File: config.mk
export PLATFORM = sky130hd
export DESIGN_NAME = moving_sum_mem
export DESIGN_NICKNAME = d
export VERILOG_FILES = /design/src/rtl/moving_sum_mem.sv
export SDC_FILE = /design/constraint.sdc
export NUM_CORES = 1
export LEC_CHECK = 0
export CORE_MARGIN = 2
export CORE_UTILIZATION = 33
export DETAILED_ROUTE_END_ITERATION = 6
export SYNTH_ARGS = -nofsm -noshare
export SYNTH_HDL_FRONTEND = slang
export SYNTH_SLANG_ARGS = --single-unit
File: constraint.sdc
create_clock -name clk -period 5.53 [get_ports clk]
set_clock_uncertainty 0.15 [all_clocks]
set_input_delay 1.659 -clock clk [delete_from_list [all_inputs] [get_ports clk]]
set_output_delay 1.659 -clock clk [all_outputs]
set_load 0.02 [all_outputs]
File: src/rtl/moving_sum_mem.sv
// rtl/moving_sum_mem.sv - recursive running-window sum and rounded average
// Two stages: accumulator update on en, then registered sum/avg one cycle later.
module moving_sum_mem #(
  parameter int DW        = 8,
  parameter int LEN       = 32,
  parameter int AVG_SHIFT = $clog2(LEN),
  localparam int SW       = DW + $clog2(LEN)
) (
  input  logic                           clk,
  input  logic                           rst,
  input  logic                           en,
  input  logic signed [DW-1:0]           din,
  input  logic signed [DW-1:0]           din_dly,
  output logic signed [SW-1:0]           sum,
  output logic signed [SW-AVG_SHIFT-1:0] avg,
  output logic                           out_en,
  output logic                           valid
);

  localparam int CW = $clog2(LEN + 1);
  localparam logic [CW-1:0] FULL_CNT = CW'(LEN);
  localparam int RS = (AVG_SHIFT > 0) ? AVG_SHIFT - 1 : 0;
  localparam logic signed [SW:0] RND = (AVG_SHIFT > 0) ? ((SW + 1)'(1) << RS) : '0;

  logic signed [SW-1:0]           acc_q, acc_d;
  logic        [CW-1:0]           fill_cnt_q, fill_cnt_d;
  logic                           en_d1_q;
  logic signed [SW-1:0]           sum_q;
  logic signed [SW-AVG_SHIFT-1:0] avg_q, avg_d;
  logic                           out_en_q;
  logic                           valid_q;
  logic                           full;
  logic signed [SW-1:0]           sub;
  logic signed [SW:0]             rnd_sum;

  // The delay-chain RAM is unreset, so its output is ignored until the window is full.
  always_comb begin
    full       = (fill_cnt_q == FULL_CNT);
    sub        = full ? SW'(din_dly) : '0;
    acc_d      = acc_q + SW'(din) - sub;
    fill_cnt_d = full ? fill_cnt_q : fill_cnt_q + CW'(1);
    rnd_sum    = {acc_q[SW-1], acc_q};
    rnd_sum    = rnd_sum + RND;
    avg_d      = (SW - AVG_SHIFT)'(rnd_sum >>> AVG_SHIFT);
  end

  always_ff @(posedge clk) begin
    if (rst) begin
      acc_q      <= '0;
      fill_cnt_q <= '0;
      en_d1_q    <= 1'b0;
      sum_q      <= '0;
      avg_q      <= '0;
      out_en_q   <= 1'b0;
      valid_q    <= 1'b0;
    end else begin
      en_d1_q  <= en;
      out_en_q <= en_d1_q;
      if (en) begin
        acc_q      <= acc_d;
        fill_cnt_q <= fill_cnt_d;
      end
      // fill_cnt already reflects the sample now in acc, so full marks the LEN-th result.
      if (en_d1_q) begin
        sum_q <= acc_q;
        avg_q <= avg_d;
        if (full) valid_q <= 1'b1;
      end
    end
  end

  assign sum    = sum_q;
  assign avg    = avg_q;
  assign out_en = out_en_q;
  assign valid  = valid_q;

endmodule

==> results of run 1 <==
==> power groups by stage <==
stage	sequential [mW]	clock (mW)	combinational [mW]
final	0.415	0.203	0.615
after global routing	0.423	0.221	0.696
after CTS	0.417	0.209	0.617
after detailed placement	0.424	0	0.613
after global placement	0.423	0	0.604
after floorplan	0.418	0	0.449
==> how the worst max path moves through the flow <==
| stage | end | cells after the start | start |
|---|---|---|---|
| 6_report | acc_q[12] | 9 | din[7] |
| 5_1_grt | acc_q[12] | 10 | din[7] |
| 4_1_cts | acc_q[12] | 9 | din[7] |
| 3_5_place_dp | acc_q[12] | 9 | din[7] |
| 3_3_place_gp | acc_q[12] | 9 | din[7] |
| 2_1_floorplan | acc_q[12] | 8 | din[7] |
==> tightest hold or removal path, cell delays in order, from the launching register on <==
cell,delay [ns]
dfxtp_1,0.33
a21oi_1,0.04
nor2_1,0.07
==> layout by cell type (no fill, tap or decap), types with 2 or more instances in the layout <==
cell type / count
or3_1: 2
a211oi_1: 9
clkbuf_8: 6
nand3_1: 3
nor2_1: 39
ha_1: 17
xor2_1: 6
nor3_1: 2
nand4_1: 4
nand2b_1: 5
nor2b_1: 4
dfxtp_1: 43
o22ai_1: 2
and2_1: 8
fa_1: 12
a21oi_1: 14
xnor2_1: 11
mux2i_1: 19
o31ai_1: 3
nand2_1: 15
a41oi_1: 2
clkdlybuf4s50_1: 41
inv_1: 47
buf_4: 2
o21ai_0: 7
a21o_1: 2
==> per-layer routing <==
metal	global-route usage [%]	share of wire, %
met1	19.5	50
met2	22.7	46
met3	2.97	3.1
met4	2.90	0.73
met5	0	0
==> state kept, by name, indices dropped and copies added, names as in the netlist <==
signal	cells
en_d1_q	1
avg	8
acc_q	13
fill_cnt_q	6
sum	13
valid	1
out_en	1
==> logic make-up (layout without fill, tap and decap cells) <==
kind of cell               count (synthesis)  count (layout)  synth area share (%)
muxes                                     19              19                  7.15
xor gates and xnor gates                  17              17                  5.59
and+or+nand+nor                           92              92                  17.0
adders and majority gates                 29              29                  17.0
DFF                                       43              43                  32.3
buffers and inverters                     59              97                  8.37
AOI/OAI and AO/OA                         50              50                  12.6
==> layout make-up <==
class,count,area (um2)
Timing Repair Buffer,43,425
Multi-Input combinational cell,207,1580
Clock inverter,1,5.00
Fill cell,844,4510
Clock buffer,6,82.6
Tap cell,102,128
Inverter,47,176
Sequential cell,43,861
==> metrics, run 1 <==
initial core utilization=34.3%; DIE WIDTH=about 94 um; First-pass DRT Iterations=4; Worst-Margin Slew=0.966 ns; Min-Delay Path Class=flop to flop; crit path capture type=flop; CP Buf/Inv Count=3; Top Ports=42; Worst EP required=5.58 ns; GR Util All Layers=14.1%; R2R cell count=12; Peak VDD IR=between 100 and 150 uV; post-synthesis instance total=just over 300; R2R setup slack=roughly 1.8 ns; Row Count=32; syn_area_per_cell=8.61 um2; post-route clock period utilization=81.1%; Core Area=7770 um2; Power Density=378 nW/um2; slowest stage delay, CP=0.58 ns; Clk pwr share=16.4%; power share of the combinational group=49.9%; CTS root buf=clkbuf_8; min Tclk post-route=4.48 ns; vias per inst=about 4.7; sequential power share=33.7%; fmax=0.223 GHz; number of CTS-inserted buffers=5; Leakage=between 1 and 1.5 nW; vias in the first global route=2021; Final Hold Violating Endpoints=0; status=finished clean; worst-path maximum fanout=8; Worst Hold Depth=2; placed cells=442; number of synthesized flops with an enable pin=0; DRC errors left=0; CTS resizes=0; share of cells above drive strength 1=4.03%; Clock transition at path regs=0.08 ns; Setup CP Type=primary input to flop; register bit total from synthesis=43; hold slack=0.324 ns; initial antenna violation count=0; Avg WL per Cell=~13 um; Hold Buf Count CTS=0; Critical Path Source Type=primary input; Internal=0.729 mW; final core occ=41.9%; unique cell type count in the Yosys netlist=47; sequential share of the synthesized area=32.3%; Sw Ratio=40.8%; Net Count, Synth=357; largest area contributor in the netlist=dfxtp_1; RR Endpoint=acc_q[12]; dpl ws=0.738 ns; area of the die=8800 um2; fin area=~3300 um2; Port-buffer cells=between 40 and 50; Layout area overhead=22.3%; pin count of the biggest net entering global routing=28; synth top area cells=dfxtp_1 (32%), fa_1 (9.0%), ha_1 (8.0%); grt total ovfl=0; synthesized cell area=2660 um2; Critical R2R Launch=fill_cnt_q[0]; setup TNS=0 ns; yosys warns=0; NumNets Final=around 400; most common cell in the netlist=inv_1; Design Power=1.23 mW; ANT nets after route=0; Slowest-stage cell, CP=fa_1; post-detail-place hpwl=4310 um; Post-synth top cells=inv_1 (47), dfxtp_1 (43), nor2_1 (39), mux2i_1 (19), ha_1 (17); count of final setup violators=0; area of placed instances=between 3000 and 4000 um2; post-CTS setup buffers=0; count of clock tree sinks=43; H-tree level count=2; Switch Pwr=0.503 mW; CTS tree=built; routed wire length=between 5000 and 6000 um; RSZ-0062 raised after global routing=false; n_diodes=0; fraction of registers with async set/reset=0%; Top FF cell, synth=dfxtp_1; post-route setup slack=between 1 and 1.5 ns; Yosys top cell area share=between 30% and 40%; Die Ht=93.8 um; Critical Path AT=4.53 ns; fin cells=449; DR vias=around 2100; pins over their slew limit=0; critical path's top delay family=adder cells; Max Cap Viol=0; most frequent CP cell=inv_1; Slew Limit Headroom=35.4%; WHS Endpoint=valid; crit-path cells=clkdlybuf4s50_1 > inv_1 > fa_1 > inv_1 > ha_1 > a21o_2 > o31a_1 > or4_1 > a311oi_1; Initial DRC Count=93; clk_lat worst skew=0.29 ns; Placer Congestion=0.887; Clock Path Buffers=2; global-route wire length before repair=9800 um; Hold Startpoint=valid
Power figures use the tool's default switching activity.
==> run 2: changes to the inputs <==
==> constraint.sdc (replaced) <==
create_clock -name clk -period 4.07 [get_ports clk]
set_clock_uncertainty 0.15 [all_clocks]
set_input_delay 1.221 -clock clk [delete_from_list [all_inputs] [get_ports clk]]
set_output_delay 1.221 -clock clk [all_outputs]
set_load 0.02 [all_outputs]
==> run 2 against run 1 <==
Non-clock buffer count up 26. Sequential power up 37%. Critical path type unchanged. Power up 48%. Clock power up 31%. Routed wire length up 2.9%. Cell count up 6.0%. Global-route usage up 0.35 points.
==> metrics, run 2 (same netlist as run 1, synthesis figures left out) <==
Worst EP required=4.12 ns (-1.46 ns); count of final setup violators=0 (unchanged); ANT nets after route=0 (unchanged); fin area=3440 um2 (+5.8%); Critical Path AT=3.95 ns (-0.58 ns); Avg WL per Cell=12.4 um (-3.0%); crit path capture type=flop; fin cells=476 (+6.0%); R2R cell count=13 (+1); placed cells=468 (+5.9%); initial antenna violation count=0 (unchanged); number of CTS-inserted buffers=5 (unchanged); Layout area overhead=29.4%; Initial DRC Count=66 (-29%); WHS Endpoint=sum[9]; hold slack=0.322 ns (-0.00205 ns); Port-buffer cells=41 (unchanged); vias in the first global route=2204 (+9.1%); Clock transition at path regs=0.08 ns (about the same); Peak VDD IR=180 uV (+40%); RR Endpoint=acc_q[12]; commonest non-fill, non-tap cells in the layout=inv_1 (47), dfxtp_1 (43), clkdlybuf4s50_1 (41); CTS resizes=0 (unchanged); most common cell after layout, fill and taps aside=inv_1; Placer Congestion=0.873 (-1.5%); Row Count=32 (unchanged); Final Hold Violating Endpoints=0 (unchanged); post-detail-place hpwl=4660 um (+8.1%); status=finished clean; Core Area=7770 um2 (unchanged); routed wire length=5880 um (+2.9%); fmax=0.257 GHz; CTS root buf=clkbuf_8; pins over their slew limit=0 (unchanged); Top Ports=42 (unchanged); Hold Buf Count CTS=0 (unchanged); DRC errors left=0 (unchanged); share of cells above drive strength 1=10.4% (+6.4 points); Switch Pwr=0.713 mW (+42%); min Tclk post-route=3.90 ns; Power Density=528 nW/um2 (+40%); dpl ws=-0.113 ns (-0.851 ns); grt total ovfl=0 (unchanged); Slew Limit Headroom=46.9% (+11 points); NumNets Final=421 (+6.6%); DIE WIDTH=93.8 um (unchanged); Hold Startpoint=sum[9]; count of clock tree sinks=43 (unchanged); pin count of the biggest net entering global routing=21 (-25%); Max Cap Viol=0 (unchanged); GR Util All Layers=14.4% (+0.35 points); sequential power share=31.2% (-2.5 points); Critical Path Source Type=primary input; CTS tree=built; post-route setup slack=0.172 ns (-0.875 ns); final core occ=44.3% (+2.4 points); R2R setup slack=0.45 ns (-1.35 ns); Leakage=1.48 nW (+9.2%); area of placed instances=3360 um2 (+6.2%); Min-Delay Path Class=flop to flop; vias per inst=4.66 (-0.19%); Worst-Margin Slew=0.795 ns (-0.170 ns); power share of the combinational group=54.3% (+4.4 points); DR vias=2220 (+5.8%); H-tree level count=2 (unchanged); Die Ht=93.8 um (unchanged); initial core utilization=34.3% (unchanged); Internal=1.11 mW (+52%); worst-path maximum fanout=4 (-4); global-route wire length before repair=10100 um (+2.8%); Sw Ratio=39.2% (-1.7 points); clk_lat worst skew=0.30 ns (about the same); post-route clock period utilization=95.8%; RSZ-0062 raised after global routing=false; post-CTS setup buffers=0 (unchanged); Setup CP Type=primary input to flop; area of the die=8800 um2 (unchanged); n_diodes=0 (unchanged); Clock Path Buffers=2 (unchanged); Critical R2R Launch=fill_cnt_q[0]; Worst Hold Depth=2 (unchanged); First-pass DRT Iterations=4 (unchanged); Clk pwr share=14.5% (-1.9 points)
run 2: changes by cell type in the layout (fill, tap and decap cells not counted):
cell | before | now
buf_4 | 2 | 28
clkbuf_1 | 0 | 2
clkbuf_8 | 6 | 5
run 2: through the flow:
step                total power [mW]  setup TNS [ns]
finish                          1.82               0
global route                    1.99               0
CTS                             1.84               0
detailed placement              1.57          -0.430
global placement                1.56          -0.311
floorplan                       1.18               0
run 2: final cells by class:
cell class | instances | area [um2]
clock inverters | 1 | 5.00
well taps | 102 | 128
clock buffers | 7 | 76.3
fillers | 796 | 4320
repair buffers | 69 | 621
flip-flops and latches | 43 | 861
inverters | 47 | 176
multi-input cells | 207 | 1580
run 2: power by group through the flow:
stage	registers, mW	logic, mW	clock network [mW]
after global routing	0.578	1.12	0.291
after global placement	0.577	0.979	0
after detailed placement	0.578	0.997	0
final	0.567	0.988	0.265
after floorplan	0.569	0.610	0
after CTS	0.569	1.00	0.273
run 2: worst max-delay path, cell delays in order:
cell             delay (ns)
clkdlybuf4s50_1        0.45
inv_1                  0.05
fa_1                   0.52
fa_1                   0.47
nand2b_1               0.18
a211oi_1               0.45
o2111a_1               0.26
o21ai_0                0.09
a32o_1                 0.26
run 2: worst max path at each step:
stage / endpoint / cells after the start / from
floorplan: acc_q[12] / 8 / din[7]
global placement: acc_q[12] / 9 / din[7]
detailed placement: acc_q[10] / 9 / din_dly[1]
CTS: acc_q[12] / 11 / din[7]
global route: acc_q[10] / 9 / din_dly[1]
finish: acc_q[10] / 9 / din[1]
run 2: layer usage:
| metal | global-route usage [%] | wire, um | vias to the layer above |
|---|---|---|---|
| met1 | 18.0 | 2800 | 1020 |
| met4 | 4.35 | 113 | 0 |
| met5 | 0 | 0 | - |
| met3 | 3.05 | 241 | 10 |
| li1 | - | - | 1148 |
| met2 | 25.0 | 2720 | 42 |
==> run 3: changes to the inputs <==
--- a/config.mk
+++ b/config.mk
@@ -5,9 +5,12 @@
 export SDC_FILE = /design/constraint.sdc
 export NUM_CORES = 1
 export LEC_CHECK = 0
+export CELL_PAD_IN_SITES_DETAIL_PLACEMENT = 1
+export CELL_PAD_IN_SITES_GLOBAL_PLACEMENT = 2
 export CORE_MARGIN = 2
-export CORE_UTILIZATION = 33
+export CORE_UTILIZATION = 29
 export DETAILED_ROUTE_END_ITERATION = 6
+export PLACE_DENSITY_LB_ADDON = 0.1
 export SYNTH_ARGS = -nofsm -noshare
 export SYNTH_HDL_FRONTEND = slang
 export SYNTH_SLANG_ARGS = --single-unit
==> run 3 against run 2 <==
Combinational power about the same. Die area increased by 13%. Via count increased by 2.5%. Sequential power decreased by 0.9%. Sequential cell count unchanged. First-iteration DRC count decreased by 29%. Register-to-register slack about the same. Count of clock-buffer cells in the layout increased by 1. Power increased by 3.2%. Critical path type unchanged. Largest cell class unchanged.
==> metrics, run 3 (same netlist as run 1, synthesis figures left out) <==
n_diodes=0 (unchanged); H-tree level count=2 (unchanged); grt total ovfl=0 (unchanged); CTS tree=built; global-route wire length before repair=11500 um (+14%); vias per inst=4.70 (+0.83%); Port-buffer cells=41 (unchanged); RSZ-0062 raised after global routing=false; Max Cap Viol=0 (unchanged); DR vias=2276 (+2.5%); RR Endpoint=acc_q[12]; R2R cell count=13 (unchanged); pins over their slew limit=0 (unchanged); count of final setup violators=0 (unchanged); most frequent CP cell=inv_1; status=finished clean; area of placed instances=3390 um2 (+0.67%); routed wire length=6750 um (+15%); Worst-Margin Slew=0.466 ns (-0.330 ns); post-route setup slack=0.174 ns (+0.00199 ns); Core Area=8810 um2 (+13%); most common cell after layout, fill and taps aside=inv_1; slowest stage delay, CP=0.53 ns (about the same); dpl ws=-0.164 ns (-0.0504 ns); number of CTS-inserted buffers=5 (unchanged); DIE WIDTH=99.8 um (+6.4%); Clock Path Buffers=2 (unchanged); Worst EP required=4.14 ns (+0.02 ns); pin count of the biggest net entering global routing=34 (+62%); Design Power=1.88 mW (+3.2%); Clock transition at path regs=0.08 ns (about the same); Die Ht=99.8 um (+6.4%); share of cells above drive strength 1=11.4% (+1.0 points); crit-path cells=clkdlybuf4s50_1 > inv_1 > fa_1 > inv_1 > ha_1 > nand2b_1 > a211oi_1 > buf_4 > o31a_1 > or4_1 > a311oi_1; Placer Congestion=0.766 (-12%); Slew Limit Headroom=68.7% (+22 points); fmax=0.257 GHz (about the same); Critical Path Source Type=primary input; Setup CP Type=primary input to flop; DRC errors left=0 (unchanged); vias in the first global route=2370 (+7.5%); Critical Path End=acc_q[12]; setup TNS=0 ns (unchanged); crit path capture type=flop; initial antenna violation count=0 (unchanged); area of the die=9960 um2 (+13%); Min-Delay Path Class=flop to flop; Slowest-stage cell, CP=fa_1; Power Density=539 nW/um2 (+1.9%); ANT nets after route=0 (unchanged); count of clock tree sinks=43 (unchanged); post-detail-place hpwl=5330 um (+14%); Hold Startpoint=sum[9]; fin area=3490 um2 (+1.3%); clk_lat worst skew=0.30 ns (about the same); final core occ=39.6% (-4.7 points); Initial DRC Count=47 (-29%); Critical Path Start=din[2]; Critical Path AT=3.96 ns (about the same); NumNets Final=423 (+0.48%); placed cells=476 (+1.7%); commonest non-fill, non-tap cells in the layout=inv_1 (47), dfxtp_1 (43), clkdlybuf4s50_1 (41); Peak VDD IR=158 uV (-12%); hold slack=0.323 ns (+0.00100 ns); GR Util All Layers=14.6% (+0.12 points); Layout area overhead=31.1%; Row Count=34 (+6.3%); worst-path maximum fanout=4 (unchanged); CTS root buf=clkbuf_8; Final Hold Violating Endpoints=0 (unchanged); initial core utilization=30.2% (-4.0 points); Leakage=1.49 nW (+1.2%); fin cells=484 (+1.7%); R2R setup slack=0.45 ns (about the same); Avg WL per Cell=13.9 um (+13%); Critical R2R Launch=fill_cnt_q[0]; Top Ports=42 (unchanged); post-route clock period utilization=95.7% (about the same); First-pass DRT Iterations=4 (unchanged); min Tclk post-route=3.90 ns (-0.00199 ns)
[run 3: cell types whose count changed in the layout (fill, tap and decap cells not counted)]
cell,change
buf_4,+2
clkbuf_1,-1
clkbuf_8,+2
clkinv_2,-1
nor2_1,-1
nor2_2,+1
[run 3: worst min path at each step]
stage	end	slack [ns]	depth (start not counted)
2_1_floorplan	fill_cnt_q[5]	0.30	2
3_3_place_gp	valid	0.31	2
3_5_place_dp	sum[9]	0.32	2
4_1_cts	sum[9]	0.33	2
5_1_grt	sum[9]	0.37	2
6_report	sum[9]	0.32	2
[run 3: cell type report]
type | instances | area, um2
fill | 1051 | 5320
multi-input combinational | 207 | 1580
sequential | 43 | 861
timing repair buffer | 71 | 636
inverter | 47 | 176
tap | 108 | 135
clock buffer | 8 | 100
[run 3: worst max-delay path, delay by kind of cell]
family,cells,cell delay [ns]
fa+ha+maj,2,0.85
simple gates,2,0.57
buf+inv,4,0.69
compound gates,3,0.62
[run 3: what timing repair did]
| action | in CTS | in global routing |
|---|---|---|
| setup endpoints to repair | 0 | 1 |
| buffers inserted | 0 | 0 |
| hold buffers | 0 | 0 |
| resized for setup | 0 | 1 |
[run 3: power by group]
group | total (mW) | switching [mW] | internal [mW]
registers | 0.562 | 0.0757 | 0.486
logic | 1.01 | 0.514 | 0.499
clock network | 0.304 | 0.149 | 0.155
[run 3: routing by layer]
metal	track usage (%)	vias to the layer above	part of all wire, %	routed length, um
li1	-	1152	-	-
met1	18.7	1088	47	3170
met2	25.3	29	49	3300
met3	2.86	7	3.1	207
met4	3.48	0	0.99	67
met5	0	-	0	0
